===== src/rtl/mem_arbiter.sv =====
// Two-port arbiter sharing a single-port registered-output RAM between port A (CPU) and port B (loader).
// Define ARB_RR_EN for round-robin arbitration in IDLE; otherwise port A has fixed priority.
module mem_arbiter #(
    parameter int unsigned AW       = 8,
    parameter int unsigned DW       = 16,
    parameter int unsigned MAX_HOLD = 8
) (
    input  logic          clk,
    input  logic          rst,
    input  logic          a_req,
    input  logic          a_we,
    input  logic [AW-1:0] a_addr,
    input  logic [DW-1:0] a_wdata,
    input  logic          a_lock,
    output logic          a_gnt,
    output logic          a_rvalid,
    output logic [DW-1:0] a_rdata,
    input  logic          b_req,
    input  logic          b_we,
    input  logic [AW-1:0] b_addr,
    input  logic [DW-1:0] b_wdata,
    input  logic          b_lock,
    output logic          b_gnt,
    output logic          b_rvalid,
    output logic [DW-1:0] b_rdata,
    output logic          ram_we,
    output logic [AW-1:0] ram_addr,
    output logic [DW-1:0] ram_din,
    input  logic [DW-1:0] ram_dout
);
    localparam int unsigned   HW       = 8;
    localparam logic [HW-1:0] HOLD_LIM = HW'(MAX_HOLD);
    localparam logic [HW-1:0] HOLD_SAT = '1;

    typedef enum logic [1:0] {IDLE, OWN_A, OWN_B} state_e;
    typedef enum logic {PORT_A = 1'b0, PORT_B = 1'b1} port_e;

    state_e        state_q, state_d;
    logic [HW-1:0] hold_q, hold_d;
    port_e         last_q, last_d;
    logic          pend_vld_q, pend_vld_d;
    port_e         pend_port_q, pend_port_d;

    logic gnt_a, gnt_b, gnt_own, gnt_oth;
    logic own_is_a, own_req, oth_req, own_lock;
    logic prefer_a, pick_a, pick_b;

    // Owner/other view of the two ports while a lock is held
    assign own_is_a = (state_q == OWN_A);
    assign own_req  = own_is_a ? a_req  : b_req;
    assign oth_req  = own_is_a ? b_req  : a_req;
    assign own_lock = own_is_a ? a_lock : b_lock;

`ifdef ARB_RR_EN
    assign prefer_a = (last_q == PORT_B);
`else
    assign prefer_a = 1'b1;
`endif
    assign pick_a = a_req && (!b_req || prefer_a);
    assign pick_b = b_req && !pick_a;

    always_comb begin
        state_d = state_q;
        hold_d  = hold_q;
        last_d  = last_q;
        gnt_a   = 1'b0;
        gnt_b   = 1'b0;
        gnt_own = 1'b0;
        gnt_oth = 1'b0;
        case (state_q)
            IDLE: begin
                gnt_a  = pick_a;
                gnt_b  = pick_b;
                hold_d = '0;
                if (pick_a && a_lock) begin
                    state_d = OWN_A;
                    hold_d  = HW'(1);
                end else if (pick_b && b_lock) begin
                    state_d = OWN_B;
                    hold_d  = HW'(1);
                end
            end
            OWN_A, OWN_B: begin
                if (!own_req) begin
                    // Owner went away: release, the other port may use this slot
                    gnt_oth = oth_req;
                    state_d = IDLE;
                    hold_d  = '0;
                end else if (oth_req && hold_q == HOLD_LIM) begin
                    gnt_oth = 1'b1;
                    hold_d  = '0;
                end else begin
                    gnt_own = 1'b1;
                    if (!oth_req)
                        hold_d = '0;
                    else if (hold_q != HOLD_SAT)
                        hold_d = hold_q + HW'(1);
                    if (!own_lock) begin
                        state_d = IDLE;
                        hold_d  = '0;
                    end
                end
                gnt_a = own_is_a ? gnt_own : gnt_oth;
                gnt_b = own_is_a ? gnt_oth : gnt_own;
            end
            default: begin
                state_d = IDLE;
                hold_d  = '0;
            end
        endcase
        if (gnt_a)
            last_d = PORT_A;
        else if (gnt_b)
            last_d = PORT_B;
        pend_vld_d  = (gnt_a && !a_we) || (gnt_b && !b_we);
        pend_port_d = gnt_b ? PORT_B : PORT_A;
    end

    always_ff @(posedge clk) begin
        if (!rst) begin
            state_q     <= IDLE;
            hold_q      <= '0;
            last_q      <= PORT_B;
            pend_vld_q  <= 1'b0;
            pend_port_q <= PORT_A;
        end else begin
            state_q     <= state_d;
            hold_q      <= hold_d;
            last_q      <= last_d;
            pend_vld_q  <= pend_vld_d;
            pend_port_q <= pend_port_d;
        end
    end

    // Everything is forced low while reset is asserted
    assign a_gnt    = rst && gnt_a;
    assign b_gnt    = rst && gnt_b;
    assign ram_we   = a_gnt ? a_we    : (b_gnt ? b_we    : 1'b0);
    assign ram_addr = a_gnt ? a_addr  : (b_gnt ? b_addr  : '0);
    assign ram_din  = a_gnt ? a_wdata : (b_gnt ? b_wdata : '0);

    assign a_rvalid = rst && pend_vld_q && (pend_port_q == PORT_A);
    assign b_rvalid = rst && pend_vld_q && (pend_port_q == PORT_B);
    assign a_rdata  = a_rvalid ? ram_dout : '0;
    assign b_rdata  = b_rvalid ? ram_dout : '0;
endmodule


===== config.mk =====
export PLATFORM = sky130hd
export DESIGN_NAME = mem_arbiter
export DESIGN_NICKNAME = d
export VERILOG_FILES = /design/src/rtl/mem_arbiter.sv
export SDC_FILE = /design/constraint.sdc
export NUM_CORES = 1
export LEC_CHECK = 0
export CAP_MARGIN = 30
export CORE_MARGIN = 1
export CORE_UTILIZATION = 29
export DETAILED_ROUTE_END_ITERATION = 10
export GPL_ROUTABILITY_DRIVEN = 0
export PLACE_DENSITY = 0.77
export REMOVE_ABC_BUFFERS = 1
export SKIP_LAST_GASP = 1
export SYNTH_ARGS = -nofsm -noshare
export SYNTH_HDL_FRONTEND = slang
export SYNTH_SLANG_ARGS = --single-unit

===== constraint.sdc =====
create_clock -name clk -period 2.7 [get_ports clk]
set_clock_uncertainty 0.1 [all_clocks]
set_input_delay 0.54 -clock clk [delete_from_list [all_inputs] [get_ports clk]]
set_output_delay 0.54 -clock clk [all_outputs]
set_load 0.05 [all_outputs]

After elaboration in Yosys (flattened, before gate mapping)
Cells that the tools add are included.
{"block": "totals", "in_bits": 72, "wordCells": 66, "out_inout_bits": 61, "register_bits": 12}
{"block": "classes", "bitwise": 1, "muxes": 34, "reduce_logical": 18, "eq_ne": 8, "addsub": 1}
{"op": "$mux 16", "n": 4}
{"op": "$mux 8", "n": 7}
{"op": "$pmux 8 s2", "n": 1}
{"op": "$mux 1", "n": 14}
{"op": "$logic_and 1x1->1", "n": 11}
{"op": "$mux 2", "n": 5}
{"op": "$ne 3x3->1 const B", "n": 3}
{"op": "$add 8x1->8 const B", "n": 1}
{"op": "$eq 8x4->1 const B", "n": 1}
{"op": "$ne 8x8->1 const B", "n": 1}
{"op": "$ne 6x6->1 const B", "n": 1}
{"op": "$pmux 1 s2", "n": 2}
{"op": "$pmux 2 s2", "n": 1}
{"op": "$logic_not 1->1", "n": 3}
{"op": "$reduce_and 3->1", "n": 1}
{"op": "$eq 2x1->1 const B", "n": 1}
{"op": "$eq 2x2->1 const B", "n": 1}
{"op": "$logic_not 2->1", "n": 1}
{"op": "$reduce_or 2->1", "n": 1}
{"op": "$logic_or 1x1->1", "n": 1}
{"op": "$not 1->1", "n": 1}

Depth between registers and ports, before layout
{"block": "depth", "word_depth": 10, "ltp_mapped": 9}

Worst setup path before layout
OpenSTA, ideal clock, no wires.
{"block": "synth_path", "kind": "register to output", "from": "register hold_q[0]", "to": "output ram_din[0]", "path_slack_ns": -0.517, "arrival_time_ns": 2.577, "path_stages_with_launch": 9, "cell_sequence": "dfxtp_1 inv_1 ha_1 or4b_4 or3_1 a41o_1 buf_6 buf_6 o21ai_1"}
{"block": "synth_via", "elab_chain_len": 9, "elab_cells_between_ends": 14, "classes_between": "eq/ne: 1; mux: 10; reduce/logical: 3"}
{"item": "start, declared", "line_no": "39", "text": "logic [HW-1:0] hold_q, hold_d;"}
{"item": "start signal, assigned", "line_no": "128", "text": "hold_q <= hold_d;"}
{"item": "$eq 8x4->1 *", "line_no": "89", "text": "end else if (oth_req && hold_q == HOLD_LIM) begin"}
{"item": "$logic_and 1x1->1 *", "line_no": "89"}
{"item": "$mux 1", "line_no": "89"}
{"item": "$mux 1", "line_no": "84", "text": "if (!own_req) begin"}
{"item": "$mux 1", "line_no": "104", "text": "gnt_b = own_is_a ? gnt_oth : gnt_own;"}
{"item": "$pmux 1 s2", "line_no": "70", "text": "case (state_q)"}
{"item": "$logic_and 1x1->1", "line_no": "137", "text": "assign b_gnt = rst && gnt_b;"}
{"item": "$mux 16", "line_no": "140", "text": "assign ram_din = a_gnt ? a_wdata : (b_gnt ? b_wdata : '0);"}
{"item": "$mux 16 *", "line_no": "140"}
{"item": "end, declared", "line_no": "28", "text": "output logic [DW-1:0] ram_din,"}
Mark *: on every way between the ends. The rest lies on a longest branch, timed or not.

Worst setup path after layout
{"block": "layout_path", "from": "register hold_q[1]", "to": "output ram_addr[3]"}
{"block": "layout_via", "elab_chain_len": 9, "elab_cells_between_ends": 14, "classes_between": "eq/ne: 1; mux: 10; reduce/logical: 3"}
{"item": "$eq 8x4->1 *", "line_no": "89"}
{"item": "$logic_and 1x1->1 *", "line_no": "89"}
{"item": "$mux 1", "line_no": "89"}
{"item": "$mux 1", "line_no": "84"}
{"item": "$mux 1", "line_no": "104"}
{"item": "$pmux 1 s2", "line_no": "70"}
{"item": "$logic_and 1x1->1", "line_no": "137"}
{"item": "$mux 8", "line_no": "139", "text": "assign ram_addr = a_gnt ? a_addr : (b_gnt ? b_addr : '0);"}
{"item": "$mux 8 *", "line_no": "139"}
{"item": "end, declared", "line_no": "27", "text": "output logic [AW-1:0] ram_addr,"}
Marks and branches as above.

==> run metrics <==
post-DP HPWL 5170 µm; Hold Crit Start state_q[1]; pwr dens 288 mW/mm²; Final Critical Period roughly 3.1 ns; Fin. Hold Viols 0; Synth Cell Area 0.00156 mm²; Critical-path top delay cell or4b_4; main area contributors after synthesis dfxtp_1 (15%), and2_1 (14%), o21ai_2 (11%), nand2_1 (9.2%), nand3_1 (9.0%); clock-pin slew on the worst setup and hold paths 0.06 ns; diodes inserted 0; asr flop ratio synth 0; CP cell instances inv_2 > ha_4 > or4b_4 > or3_4 > a41o_4 > buf_12 > nand3_1 > o21ai_4 > buf_12; synthesized area per cell 6.94 µm²; largest area contributor in the netlist dfxtp_1; Post-synth EDFFs 0; worst-margin pin slew approximately 0.42 ns; status finished, violations left; Max Fclk 0.319 GHz; FP Rows 26; Initial Util 0.303; Die Ht 75.2 µm; Worst Setup End Kind output pin; Top Ports 133; worst reg2reg path startpoint state_q[1]; Routed Antenna Nets 0; nets 461; Final Util 0.875; clock sink total 12; PortBufs 132; Post-DP Area 0.00368 mm²; Synth warnings 0; Crit path max-delay family simple AND/OR/NAND/NOR gates; Leak about 1.7 nW; root buffer cell clkbuf_8; Max stage delay on crit path 0.47 ns; most frequent cells after synthesis nand2_1 (38), and2_1 (34), nand3_1 (28); Final Max Tran Viols 0; CTS H-tree lvls 1; HP Class reg -> reg; CTS buffer count 3; pin count of the biggest net entering global routing 27; Crit. Startpoint hold_q[1]; Iteration-0 DRC Markers 144; layout cell share with drive strength beyond 1 0.449; critical path arrival 2.50 ns; # DRC 0; Startpoint Class flip-flop; Total GRT Usage 0.245; Max Cap Viol 0; core area 0.00514 mm²; maximum fanout along the worst path 8; final wirelength 9010 µm; count leader, synth nand2_1; chip width 75.2 µm; Period Utilization, post-route 1.16; Worst VDD drop around 0.00021 V; Longest Clk Path Bufs 2; Pre-antenna DRT Iters 4; area share of the leading cell type in the synthesized netlist 0.154; CP Buf/Inv Count 3; failing checks negative setup slack; drt wl/cell 19.9 µm; vias in the first global route 2319; global-route wire length before repair 10600 µm; sequential area share after synthesis 0.154; total grt overflow 0; full die area between 0.005 and 0.006 mm²; CP Class reg -> out; Via density 5.43; setup violators final 27; Worst-Skew Late Latency around 0.25 ns; CP most frequent cell buf_12; Worst slew margin 0.721; final worst setup slack -0.436 ns; Syn Inst Count 224; final setup TNS -10.73 ns; total number of vias 2460; pre-CTS setup slack -0.246 ns; Critical Path RT between 2 and 2.5 ns; Yosys reg bits 12; antenna violations before repair 0; design area 0.00450 mm²; unrepaired setup endpoints after global routing yes; Distinct cells, synth between 40 and 50; area delta synth->final 189%; ys flop type dfxtp_1; CTS tree done; WHS 0.414 ns
-- cell usage in the layout, fill, tap and decap left out, drive strengths merged, types with 4 or more instances in the layout --
cell type      instances
and2                  34
o21ai                 31
nand2                 38
buf                   93
ha                     5
clkdlybuf4s50         71
inv                    7
a21oi                 10
nand2b                 4
nor3                   5
dfxtp                 12
nand3                 28
nor2                   4
clkbuf                 9
-- where the power goes --
part	switching (mW)	internal [mW]
Sequential	0.00579	0.184
Clock	0.0768	0.129
Combinational	0.461	0.437
-- kinds of logic (layout without fill, tap and decap cells) --
| logic type | count (synthesis) | count (layout) | synth area share |
|---|---|---|---|
| and+or+nand+nor | 130 | 130 | 0.451 |
| AOI/OAI and AO/OA | 53 | 53 | 0.253 |
| buffers and inverters | 22 | 181 | 0.0901 |
| DFF | 12 | 12 | 0.154 |
| adders and majority gates | 5 | 5 | 0.0402 |
| xor gates and xnor gates | 1 | 1 | 0.00563 |
| muxes | 1 | 1 | 0.00644 |
-- flip-flops by register name, summed over array words and instances (netlist names) --
name / count
pend_port_q: 1
state_q: 2
pend_vld_q: 1
hold_q: 8
-- tightest hold or removal path: cells and delay by family, from the launching register on --
family          cells  cell delay (ns)
compound gates      1             0.07
flops               1             0.33
simple gates        1             0.06
-- metal layers --
layer / GRT usage / part of all wire
met1: 0.261 / 0.34
met2: 0.463 / 0.53
met3: 0.0710 / 0.097
met4: 0.0782 / 0.030
met5: 0 / 0
-- final timing paths --
kind            endpoint  slack [ns]  cells after the start
max          ram_addr[3]       -0.44                      9
min           state_q[1]        0.41                      2
max reg2reg    hold_q[1]        0.30                      9
min reg2reg   state_q[1]        0.41                      2
-- stage by stage --
stage	total power [mW]	cells
after global placement	0.847	435
after global routing	1.32	453
final	1.29	453
after detailed placement	0.857	435
after floorplan	0.486	209
after CTS	1.11	445
-- final cells by class --
class,instances,area [µm²]
Clock buffer,4,55.1
Fill cell,230,643
Sequential cell,12,243
Inverter,7,26.3
Multi-Input combinational cell,190,1680
Tap cell,70,87.6
Timing Repair Buffer,170,2410
-- timing repair --
item | in CTS | in global routing
hold buffers | 0 | 0
resized for setup | 22 | 67
cloned | 3 | 7
pin swaps | 2 | 26
buffers inserted | 3 | 1
endpoints found under the setup margin | 27 | 27
Power figures use the tool's default switching activity.
